File: src/rtl/encore_arb_pkg.sv
// encore_arb_pkg
//   Shared definitions for the trace-FIFO write-port arbiter.
//   - ST_IDLE / ST_GRANT : arbiter FSM state encoding
//   - BEAT_CNT_W         : width of the in-burst beat counter (covers bursts up to 16 beats)
//   - arb_clog2()        : ceil(log2(value)), used to size requester indices
package encore_arb_pkg;

    localparam logic ST_IDLE  = 1'b0;
    localparam logic ST_GRANT = 1'b1;

    localparam int unsigned BEAT_CNT_W = 4;

    function automatic int unsigned arb_clog2(input int unsigned value);
        int unsigned v;
        int unsigned r;
        v = (value > 1) ? value - 1 : 0;
        r = 0;
        while (v > 0) begin
            r++;
            v = v >> 1;
        end
        return r;
    endfunction

endpackage

File: src/rtl/encore_rr_picker.sv
// encore_rr_picker
//   Combinational cyclic-priority pick: returns the first asserted request strictly after
//   last_gnt, wrapping around, so last_gnt itself is chosen only when nobody else is asking.
// Ports
//   req       in   N_REQ  request vector
//   last_gnt  in   ID_W   index of the previous grantee (round-robin pointer)
//   any       out  1      at least one request asserted
//   index     out  ID_W   winning requester index (0 when any is low)
module encore_rr_picker
    import encore_arb_pkg::*;
#(
    parameter int unsigned N_REQ = 4,
    parameter int unsigned ID_W  = arb_clog2(N_REQ)
) (
    input  logic [N_REQ-1:0] req,
    input  logic [ID_W-1:0]  last_gnt,
    output logic             any,
    output logic [ID_W-1:0]  index
);

    logic [ID_W-1:0] cand;

    always_comb begin
        any   = 1'b0;
        index = '0;
        cand  = '0;
        // Walk from the farthest offset to the nearest so the nearest hit is the final winner.
        for (int unsigned k = N_REQ; k >= 1; k--) begin
            cand = ID_W'((32'(last_gnt) + k) % N_REQ);
            if (req[cand]) begin
                any   = 1'b1;
                index = cand;
            end
        end
    end

endmodule

File: src/rtl/encore_fifo_arbiter.sv
// encore_fifo_arbiter
//   Round-robin arbiter sharing one trace-FIFO write port among N_REQ producers. A grantee keeps
//   the port for up to MAX_BURST beats; every beat is gated on FIFO headroom.
// Ports
//   s_axi_aclk        in   clock
//   s_axi_areset      in   synchronous active-high reset
//   arb_enable        in   allow new grants (an ongoing burst always completes)
//   req_valid/data    in   per-requester word available / word (requester i at [i*DATA_W +: DATA_W])
//   req_ready         out  per-requester accept; valid & ready = one beat
//   fifo_full         in   FIFO full
//   fifo_almost_full  in   FIFO almost full (covers the write in flight)
//   fifo_wr_data/en   out  registered FIFO write data / strobe
//   grant_valid       out  a requester holds the grant
//   grant_id          out  current or most recent grantee
//   fifo_stall        out  grantee has data but the FIFO has no headroom
//   wr_count          out  total beats written, wrapping
module encore_fifo_arbiter
    import encore_arb_pkg::*;
#(
    parameter int unsigned N_REQ     = 4,
    parameter int unsigned DATA_W    = 128,
    parameter int unsigned MAX_BURST = 4,
    localparam int unsigned ID_W     = arb_clog2(N_REQ)
) (
    input  logic                    s_axi_aclk,
    input  logic                    s_axi_areset,
    input  logic                    arb_enable,
    input  logic [N_REQ-1:0]        req_valid,
    input  logic [N_REQ*DATA_W-1:0] req_data,
    output logic [N_REQ-1:0]        req_ready,
    input  logic                    fifo_full,
    input  logic                    fifo_almost_full,
    output logic [DATA_W-1:0]       fifo_wr_data,
    output logic                    fifo_wr_en,
    output logic                    grant_valid,
    output logic [ID_W-1:0]         grant_id,
    output logic                    fifo_stall,
    output logic [31:0]             wr_count
);

    logic                  state_q;
    logic [ID_W-1:0]       last_gnt_q;
    logic [ID_W-1:0]       grant_id_q;
    logic [BEAT_CNT_W-1:0] burst_cnt_q;
    logic [DATA_W-1:0]     wr_data_q;
    logic                  wr_en_q;
    logic [31:0]           wr_count_q;

    logic                  fifo_ok;
    logic                  sel_valid;
    logic [DATA_W-1:0]     sel_data;
    logic                  beat;
    logic                  last_beat;
    logic                  pick_any;
    logic [ID_W-1:0]       pick_idx;

    encore_rr_picker #(
        .N_REQ (N_REQ),
        .ID_W  (ID_W)
    ) u_picker (
        .req      (req_valid),
        .last_gnt (last_gnt_q),
        .any      (pick_any),
        .index    (pick_idx)
    );

    // almost_full already accounts for the registered write still in flight.
    assign fifo_ok = !fifo_full && !fifo_almost_full;

    always_comb begin
        sel_valid = 1'b0;
        sel_data  = '0;
        req_ready = '0;
        for (int unsigned i = 0; i < N_REQ; i++) begin
            if (grant_id_q == ID_W'(i)) begin
                sel_valid = req_valid[i];
                sel_data  = req_data[i*DATA_W +: DATA_W];
            end
            req_ready[i] = (state_q == ST_GRANT) && (grant_id_q == ID_W'(i)) && fifo_ok;
        end
    end

    assign beat      = (state_q == ST_GRANT) && sel_valid && fifo_ok;
    assign last_beat = (burst_cnt_q == BEAT_CNT_W'(MAX_BURST - 1));

    always_ff @(posedge s_axi_aclk) begin
        if (s_axi_areset) begin
            state_q     <= ST_IDLE;
            last_gnt_q  <= ID_W'(N_REQ - 1);
            grant_id_q  <= '0;
            burst_cnt_q <= '0;
            wr_data_q   <= '0;
            wr_en_q     <= 1'b0;
            wr_count_q  <= '0;
        end else begin
            wr_en_q <= beat;
            if (beat) begin
                wr_data_q  <= sel_data;
                wr_count_q <= wr_count_q + 32'd1;
            end
            case (state_q)
                ST_IDLE: begin
                    if (arb_enable && pick_any) begin
                        grant_id_q  <= pick_idx;
                        burst_cnt_q <= '0;
                        state_q     <= ST_GRANT;
                    end
                end
                ST_GRANT: begin
                    if (beat) begin
                        burst_cnt_q <= burst_cnt_q + BEAT_CNT_W'(1);
                        if (last_beat) begin
                            last_gnt_q <= grant_id_q;
                            state_q    <= ST_IDLE;
                        end
                    end else if (!sel_valid) begin
                        // Grantee has nothing to send: give the port back at once.
                        last_gnt_q <= grant_id_q;
                        state_q    <= ST_IDLE;
                    end
                end
                default: state_q <= ST_IDLE;
            endcase
        end
    end

    assign fifo_wr_data = wr_data_q;
    assign fifo_wr_en   = wr_en_q;
    assign grant_valid  = (state_q == ST_GRANT);
    assign grant_id     = grant_id_q;
    assign fifo_stall   = (state_q == ST_GRANT) && sel_valid && !fifo_ok;
    assign wr_count     = wr_count_q;

endmodule
File: config.mk
export PLATFORM = sky130hd
export DESIGN_NAME = encore_fifo_arbiter
export DESIGN_NICKNAME = d
export VERILOG_FILES = /design/src/rtl/encore_arb_pkg.sv /design/src/rtl/encore_rr_picker.sv /design/src/rtl/encore_fifo_arbiter.sv
export SDC_FILE = /design/constraint.sdc
export NUM_CORES = 1
export LEC_CHECK = 0
export ABC_CLOCK_PERIOD_IN_PS = 2730
export BUFFER_PORTS_ARGS = -buffer_cell sky130_fd_sc_hd__buf_2
export CORE_AREA = 3 3 268 270
export CTS_CLUSTER_DIAMETER = 100
export CTS_CLUSTER_SIZE = 28
export DETAILED_ROUTE_END_ITERATION = 16
export DIE_AREA = 0 0 271 273
export GPL_ROUTABILITY_DRIVEN = 0
export PLACE_DENSITY_LB_ADDON = 0.3
export SLEW_MARGIN = 30
export SYNTH_ARGS = -nofsm -noshare
export SYNTH_HDL_FRONTEND = slang
export SYNTH_SLANG_ARGS = --single-unit
File: constraint.sdc
create_clock -name s_axi_aclk -period 2.73 [get_ports s_axi_aclk]
set_input_delay 0.273 -clock s_axi_aclk [delete_from_list [all_inputs] [get_ports s_axi_aclk]]
set_output_delay 0.273 -clock s_axi_aclk [all_outputs]
set_load 0.01 [all_outputs]
==> results of run 1 <==
-- flip-flops by register name, summed over array words and instances (netlist names) --
signal and flops:
grant_valid 1, grant_id 2, last_gnt_q 2, wr_count 32, fifo_wr_data 128, fifo_wr_en 1
burst_cnt_q 4
-- per-stage QoR --
step	util (%)	worst slack [ps]	hold WS [ps]	area, um2	total power (uW)
after global routing	21.2	265	137	14800	6830
after floorplan	-	610	440	9640	3310
final	21.2	240	161	14800	6490
after CTS	21.1	325	82.8	14800	6670
after global placement	20.3	494	441	14200	3930
after detailed placement	20.3	440	443	14200	3940
-- power groups by stage --
stage / Sequential (uW) / Clock, uW / Combinational (uW)
floorplan: 2610 / 0 / 693
global placement: 2600 / 0 / 1330
detailed placement: 2600 / 0 / 1340
CTS: 2540 / 2790 / 1340
global route: 2550 / 2860 / 1420
finish: 2540 / 2630 / 1320
-- layer usage --
layer	up-vias	global-route usage, %	part of all wire, %
li1	4920	-	-
met4	2	5.39	3.1
met1	5113	14.1	40
met3	60	3.68	8.2
met5	-	0	0.028
met2	502	20.1	49
-- cells in the mapped netlist (2+ instances only) --
cell	number	area (um2)
or4b_1	2	20.0
a21oi_1	150	751
nand3_1	18	90.1
nor3b_1	2	15.0
or2_2	2	12.5
clkbuf_1	57	214
ha_1	2	25.0
nor2b_1	6	37.5
or4_1	11	82.6
nand2b_1	4	25.0
nand4b_1	6	52.6
mux4_2	129	2910
o21ai_0	3	15.0
nand4_1	12	75.1
dfxtp_1	170	3400
xor2_1	9	78.8
nand2_1	274	1030
buf_1	14	52.6
o41ai_1	7	61.3
nor4b_1	6	52.6
nor3_1	9	45.0
nor4_1	4	25.0
a211o_1	2	17.5
mux2_1	8	90.1
nor2_1	23	86.3
and3_1	7	43.8
o31ai_1	9	67.6
inv_1	7	26.3
and2_1	4	25.0
and4_1	2	17.5
buf_2	16	80.1
-- cells by family (layout without fill, tap and decap cells) --
| logic type | after synthesis | count (layout) |
|---|---|---|
| simple gates | 396 | 396 |
| flops | 170 | 170 |
| buf+inv | 96 | 742 |
| mux | 137 | 137 |
| other cells | 0 | 4 |
| compound gates | 178 | 178 |
| xor+xnor | 10 | 10 |
| fa+ha+maj | 2 | 2 |
-- final cells by class --
| type | count | area share (%) |
|---|---|---|
| multi-input combinational | 723 | 39.7 |
| clock buffer | 19 | 2.93 |
| antenna | 4 | 0.0678 |
| sequential | 170 | 23.1 |
| inverter | 7 | 0.178 |
| timing repair buffer | 705 | 24.9 |
| clock inverter | 11 | 1.17 |
| tap | 940 | 7.96 |
-- worst max path at each step --
| stage | cells past startpoint | slack [ps] | endpoint | from |
|---|---|---|---|---|
| floorplan | 6 | 610 | fifo_wr_data[119]$_SDFFE_PP0P_ | grant_id[0]$_SDFFE_PP0P_ |
| global placement | 6 | 490 | fifo_wr_data[7]$_SDFFE_PP0P_ | grant_id[0]$_SDFFE_PP0P_ |
| detailed placement | 6 | 440 | fifo_wr_data[79]$_SDFFE_PP0P_ | grant_id[0]$_SDFFE_PP0P_ |
| CTS | 4 | 330 | fifo_stall | grant_id[0]$_SDFFE_PP0P_ |
| global route | 6 | 270 | fifo_wr_data[9]$_SDFFE_PP0P_ | grant_id[0]$_SDFFE_PP0P_ |
| finish | 6 | 240 | fifo_wr_data[117]$_SDFFE_PP0P_ | grant_id[0]$_SDFFE_PP0P_ |
-- critical path, cell delays in order (launching register included) --
cell	delay, ps
dfxtp_4	350
mux4_2	670
buf_4	280
and2_4	160
buf_12	170
nand2_1	260
a21oi_1	80
==> flow_summary.toml, run 1 <==
[route]
via_per_inst = 4.11
routedWlPerCell_um = 18.0
drt_iter0_drc = 539
ant_nets = 0
first_pass_iters = 5
via_count = 10600
drt_wl_total_mm = 46.5
remaining_drc_errors = 0

[cts]
clk_pin_slew_ps = 80
cts_made_buffers = 17
cts_htree_levels = 4
cts-root-buf = "clkbuf_16"
clk_latency_ps = 470
cts.sinks = 170
cts_hold_buf = 0
postCtsSetupBuffers = 0
cts_resized = 0
cts_tree = "done"
clock_path_buffers = 2

[synth]
synth_compound_area_share_pct = 10.0
synth_top_family_by_area = "multiplexers"
synthArstFlopShare_pct = 0
synthAdderAreaFrac_pct = 0.259
synth_edf_count = 0
ys_warn_count = 0
synth_xor_area_share_pct = 0.908
syn_area_um2 = 9640
ys_ff_latch = 170
yosysUniqueCellTypes = 45
syn-instance-count = 989
syn-num-nets = 1512
synthMuxAreaShare_pct = 31.1
ys_seq_area_share_pct = 35.3
synth_ff_type = "dfxtp_1"
avgSynthCellArea_um2 = 9.75
synthSimpleGateAreaFrac_pct = 18.4

[placed_design]
post-place-cells = 2545
port_buffers = 689
dp_hpwl_mm = 37.8

[power_and_ir_drop]
pwr-share-comb_pct = 20.3
power.leakage_uw = 0.00609
ir_worst_vdd_uv = 247
switching_share_pct = 26.3
power_density_nw_per_um2 = 440
p_int_uw = 4780
power_switching_uw = 1710
pwr-share-seq_pct = 39.2
clkPwrFrac_pct = 40.5

[worst_setup_path]
worst_ep_arrival_time_ps = 2810
reg2reg_from = "grant_id[0]$_SDFFE_PP0P_"
ff2ff_setup_slack_ps = 240
timing.critical_path.to_type = "flip-flop"
critPathLaunchType = "flip-flop"
r2r_end = "fifo_wr_data[117]$_SDFFE_PP0P_"
reg2reg_depth = 6
criticalPathCategory = "reg2reg"
cp.required_ps = 3050
worstPathMaxFanout = 130

[finish]
register_area_um2 = 3410
layout-area-overhead-vs-synth_pct = 53.1
fillers = 7762
multiInputGateArea_um2 = 5860
mostFrequentLayoutCells = "buf_2 (688), nand2_1 (273), dfxtp_1 (168), a21oi_1 (150), mux4_2 (129)"
final_common_cell = "buf_2"
nets = 2147
final_cells = 2579
drive_above_1_share_pct = 53.2

[job]
maxCapViolCount = 0

[timing]
setup_tns_ps = 0
rsz0062_at_grt = "false"
period_minus_slack_ps = 2490
max_slew_margin_pct = 37.2
worstMarginPinSlew_ps = 942
clock.fmax_ghz = 0.402
slew_viol_final = 0
setup_violations = 0
finalHoldViolations = 0
fin_crit_sh_pct = 91.2
finalClockSkew_ps = 13.5

[floorplanning]
num_rows = 97
die_w_um = 271
boundaryPins = 690
initial_core_util_pct = 13.8
dieArea_um2 = 74000
core_um2 = 69800
die_height_um = 273

[grt]
antenna_found_initial = 9
grt_pass1_vias = 10900
grt-ovfl-total = 0
grt_pass1_wl_mm = 66.9
gr-usage-all-layers_pct = 12.0
grt_max_degree = 136

[min_path]
hold_end = "grant_id[0]$_SDFFE_PP0P_"
worstHoldStart = "req_valid[0]"
hold_path.class = "in2reg"
hold_depth = 4

[status]
status = "finished, final reports clean"
No activity file was read; power rests on OpenSTA's default activity.
==> inputs of run 2 (changes only) <==
- CELL_PAD_IN_SITES_DETAIL_PLACEMENT: default -> 0
- CELL_PAD_IN_SITES_GLOBAL_PLACEMENT: default -> 1
- CORE_AREA: 3 3 268 270 -> 3 3 265 267
- DIE_AREA: 0 0 271 273 -> 0 0 268 270
==> flow_summary.toml, run 2 (synthesis results as in run 1) <==
[cts]
clock_path_buffers = 2
postCtsSetupBuffers = 0
cts_resized = 0
cts_htree_levels = 4
clk_pin_slew_ps = 80
clk_latency_ps = 470
cts_hold_buf = 0
cts.sinks = 170
cts-root-buf = "clkbuf_16"
cts_made_buffers = 17
cts_tree = "done"

[placed_design]
post-place-cells = 2491
port_buffers = 689
dp_hpwl_mm = 35.5
place_ws_ps = 387

[route]
drt_iter0_drc = 526
via_per_inst = 4.15
routedWlPerCell_um = 17.6
ant_nets = 0
wirelength_met1_mm = 16.7
remaining_drc_errors = 0
wl_met3_mm = 3.28
via_count = 10500
dr_wl_met2_mm = 23.3
maxUsedRoutingLayer = "met5"
first_pass_iters = 4
drt_wl_total_mm = 44.4

[worst_setup_path]
criticalPathCategory = "reg2reg"
r2r_end = "wr_count[13]$_SDFFE_PP0P_"
worst_ep_arrival_time_ps = 2810
reg2reg_depth = 4
critPathLaunchType = "flip-flop"
startpoint = "grant_id[0]$_SDFFE_PP0P_"
worstPathMaxFanout = 17
cp.required_ps = 3130
reg2reg_from = "grant_id[0]$_SDFFE_PP0P_"
ff2ff_setup_slack_ps = 330
timing.critical_path.to_type = "flip-flop"

[timing]
slew_viol_final = 0
setup_ws_ps = 327
period_minus_slack_ps = 2400
setup_violations = 0
rsz0062_at_grt = "false"
worstMarginPinSlew_ps = 1000
finalHoldViolations = 0
setup_tns_ps = 0
fin_crit_sh_pct = 88.0
finalClockSkew_ps = 11.8
clock.fmax_ghz = 0.416
max_slew_margin_pct = 33.2

[power_and_ir_drop]
pwr-share-seq_pct = 39.5
pwr-share-comb_pct = 20.2
power_density_nw_per_um2 = 437
power.total_uw = 6440
p_int_uw = 4640
power.leakage_uw = 0.00611
power_switching_uw = 1800
clkPwrFrac_pct = 40.3
switching_share_pct = 27.9
ir_worst_vdd_uv = 358

[floorplanning]
num_rows = 96
dieArea_um2 = 72400
die_w_um = 268
initial_core_util_pct = 14.1
die_height_um = 270
boundaryPins = 690
core_um2 = 68300

[grt]
grt_max_degree = 136
grt_pass1_vias = 11000
antenna_found_initial = 3
grt-ovfl-total = 0
grt_pass1_wl_mm = 65.5
gr-usage-all-layers_pct = 11.9

[finish]
layout-area-overhead-vs-synth_pct = 52.6
final_common_cell = "buf_2"
fillers = 7688
largest_reg_flops = 128
final_core_util_pct = 21.5
mostFrequentLayoutCells = "buf_2 (688), nand2_1 (273), dfxtp_1 (168), a21oi_1 (150), mux4_2 (129)"
drive_above_1_share_pct = 53.4
final_cells = 2524
nets = 2151

[min_path]
hold_depth = 4
worstHoldStart = "req_valid[0]"
hold_end = "grant_id[0]$_SDFFE_PP0P_"
hold_path.class = "in2reg"

[job]
maxCapViolCount = 0

[status]
status = "finished, final reports clean"
==> run 2: through the flow <==
step / instance area [um2] / hold WS (ps)
after global routing: 14700 / 173
final: 14700 / 164
after global placement: 14100 / 440
after CTS: 14700 / 93.1
after floorplan: 9640 / 440
after detailed placement: 14100 / 443
==> run 2: worst max path at each step <==
| stage | depth (start not counted) | end | slack, ps |
|---|---|---|---|
| CTS | 4 | wr_count[13]$_SDFFE_PP0P_ | 340 |
| finish | 4 | wr_count[13]$_SDFFE_PP0P_ | 330 |
| detailed placement | 4 | wr_count[13]$_SDFFE_PP0P_ | 390 |
| floorplan | 6 | fifo_wr_data[119]$_SDFFE_PP0P_ | 610 |
| global route | 4 | wr_count[20]$_SDFFE_PP0P_ | 200 |
| global placement | 4 | wr_count[20]$_SDFFE_PP0P_ | 410 |
==> run 2: final cells by class <==
cell class / count / area, um2 / area share [%]
Timing Repair Buffer: 709 / 3700 / 25.2
Inverter: 7 / 26.3 / 0.178
Clock inverter: 15 / 183 / 1.24
Antenna cell: 1 / 2.50 / 0.0170
Tap cell: 882 / 1100 / 7.50
Clock buffer: 17 / 425 / 2.89
Multi-Input combinational cell: 723 / 5860 / 39.8
Sequential cell: 170 / 3410 / 23.2
==> run 2: critical path, cell delays in order (launching register included) <==
cell	delay [ps]
dfxtp_4	370
mux4_2	570
nand3_1	560
or4_1	660
a21oi_1	160
==> run 2: routing by layer <==
metal  GRT usage, %  vias up
li1               -     4931
met1           12.8     5019
met3           3.29       46
met4           4.58        2
met2           21.7      487
met5              0        -
==> run 2: power by group through the flow <==
stage	sequential [uW]	combinational, uW	clock [uW]
6_report	2540	1300	2600
5_1_grt	2550	1420	2850
4_1_cts	2540	1340	2760
3_5_place_dp	2600	1330	0
3_3_place_gp	2600	1330	0
2_1_floorplan	2610	693	0
==> inputs of run 3 (changes only) <==
- ABC_CLOCK_PERIOD_IN_PS: 2730 -> 2600
- clock period: 2.73 -> 2.6 ns (I/O delays scaled with it)
==> flow_summary.toml, run 3 (synthesis results as in run 1) <==
[timing]
finalHoldViolations = 0
setup_violations = 0
hold_ws_ps = 181
period_minus_slack_ps = 2260
worstMarginPinSlew_ps = 851
clock.fmax_ghz = 0.442
rsz0062_at_grt = "false"
slew_viol_final = 0
finalClockSkew_ps = 12.2
max_slew_margin_pct = 43.3
setup_tns_ps = 0
fin_crit_sh_pct = 87.0

[cts]
clk_latency_ps = 470
cts_made_buffers = 17
cts_resized = 0
cts.sinks = 170
cts_htree_levels = 4
clk_pin_slew_ps = 80
postCtsSetupBuffers = 0
cts-root-buf = "clkbuf_16"
clock_path_buffers = 2
cts_hold_buf = 0
cts_tree = "done"

[route]
via_per_inst = 4.15
wirelength_met1_mm = 16.5
drt_wl_total_mm = 44.5
maxUsedRoutingLayer = "met4"
first_pass_iters = 4
wl_met3_mm = 3.30
via_count = 10500
dr_wl_met2_mm = 23.4
routedWlPerCell_um = 17.6
ant_nets = 0
remaining_drc_errors = 0
drt_iter0_drc = 570

[grt]
grt_pass1_vias = 10600
grt_pass1_wl_mm = 63.8
grt-ovfl-total = 0
gr-usage-all-layers_pct = 11.7
antenna_found_initial = 2
grt_max_degree = 136

[floorplanning]
die_w_um = 268
dieArea_um2 = 72400
core_um2 = 68300
boundaryPins = 690
initial_core_util_pct = 14.1
die_height_um = 270
num_rows = 96

[finish]
mostFrequentLayoutCells = "buf_2 (688), nand2_1 (273), dfxtp_1 (168), a21oi_1 (150), mux4_2 (129)"
final_common_cell = "buf_2"
drive_above_1_share_pct = 53.7
nets = 2159
layout-area-overhead-vs-synth_pct = 54.1
fillers = 7580
largest_reg_flops = 128
antennaDiodeCount = 0

[placed_design]
port_buffers = 689
dp_hpwl_mm = 35.7

[min_path]
hold_depth = 4
hold_path.class = "in2reg"
worstHoldStart = "req_valid[1]"

[worst_setup_path]
worstPathMaxFanout = 8
reg2reg_depth = 4
startpoint = "grant_valid$_SDFF_PP0_"
cp.required_ps = 2340
crit_top_cell = "buf_4"
criticalPathCategory = "reg2out"
worst_ep_arrival_time_ps = 2000
cp_slowest_cell = "or3b_1"
timing.critical_path.to_type = "output pin"
cp_slowest_stage_delay_ps = 470
reg2reg_from = "wr_count[15]$_SDFFE_PP0P_"
critPathLaunchType = "flip-flop"
crit_chain = "buf_4 -> or3b_1 -> buf_4 -> nor3b_1 -> buf_2"

[job]
maxCapViolCount = 0

[power_and_ir_drop]
power.leakage_uw = 0.00618
ir_worst_vdd_uv = 370
power_density_nw_per_um2 = 472

[status]
status = "finished, final reports clean"
## run 3: power breakdown
part,total (uW),switching [uW],internal [uW],leakage [uW]
Combinational,1370,593,782,0.00449
Sequential,2670,22.6,2640,0.00137
Clock,2980,1240,1730,0.000320
Total,7020,1860,5160,0.00618
## run 3: critical path: cells and delay by family (launching register included)
kind | cells | cell delay [ps]
and+or+nand+nor | 2 | 650
buffers and inverters | 3 | 560
DFF | 1 | 330
## run 3: worst paths after layout
check | endpoint | slack (ps)
worst min register to register | fifo_wr_data[81]$_SDFFE_PP0P_ | 450
worst max register to register | wr_count[29]$_SDFFE_PP0P_ | 360
worst max-delay path | req_ready[2] | 340
worst min-delay path | grant_id[1]$_SDFFE_PP0P_ | 180
## run 3: through the flow
stage          power (uW)  instances  area, um2  utilization [%]  setup slack (ps)
6_report             7020       2531      14900             21.7               338
5_1_grt              7390       2531      14900             21.7               186
3_3_place_gp         4120       2499      14200             20.8               423
2_1_floorplan        3470        989       9640                -               480
4_1_cts              7200       2531      14900             21.7               265
3_5_place_dp         4130       2499      14200             20.8               391
## run 3: layout make-up
| cell class | instances | area (um2) | area share [%] |
|---|---|---|---|
| flip-flops and latches | 170 | 3410 | 22.9 |
| clock inverters | 14 | 238 | 1.60 |
| well taps | 882 | 1100 | 7.43 |
| multi-input cells | 723 | 5860 | 39.5 |
| inverters | 7 | 26.3 | 0.177 |
| clock buffers | 18 | 429 | 2.89 |
| repair buffers | 717 | 3790 | 25.5 |
## run 3: routing by layer
layer / global-route usage, % / up-vias
met1: 12.6 / 5031
met5: 0 / -
li1: - / 4941
met4: 5.01 / 0
met2: 21.5 / 490
met3: 3.12 / 48
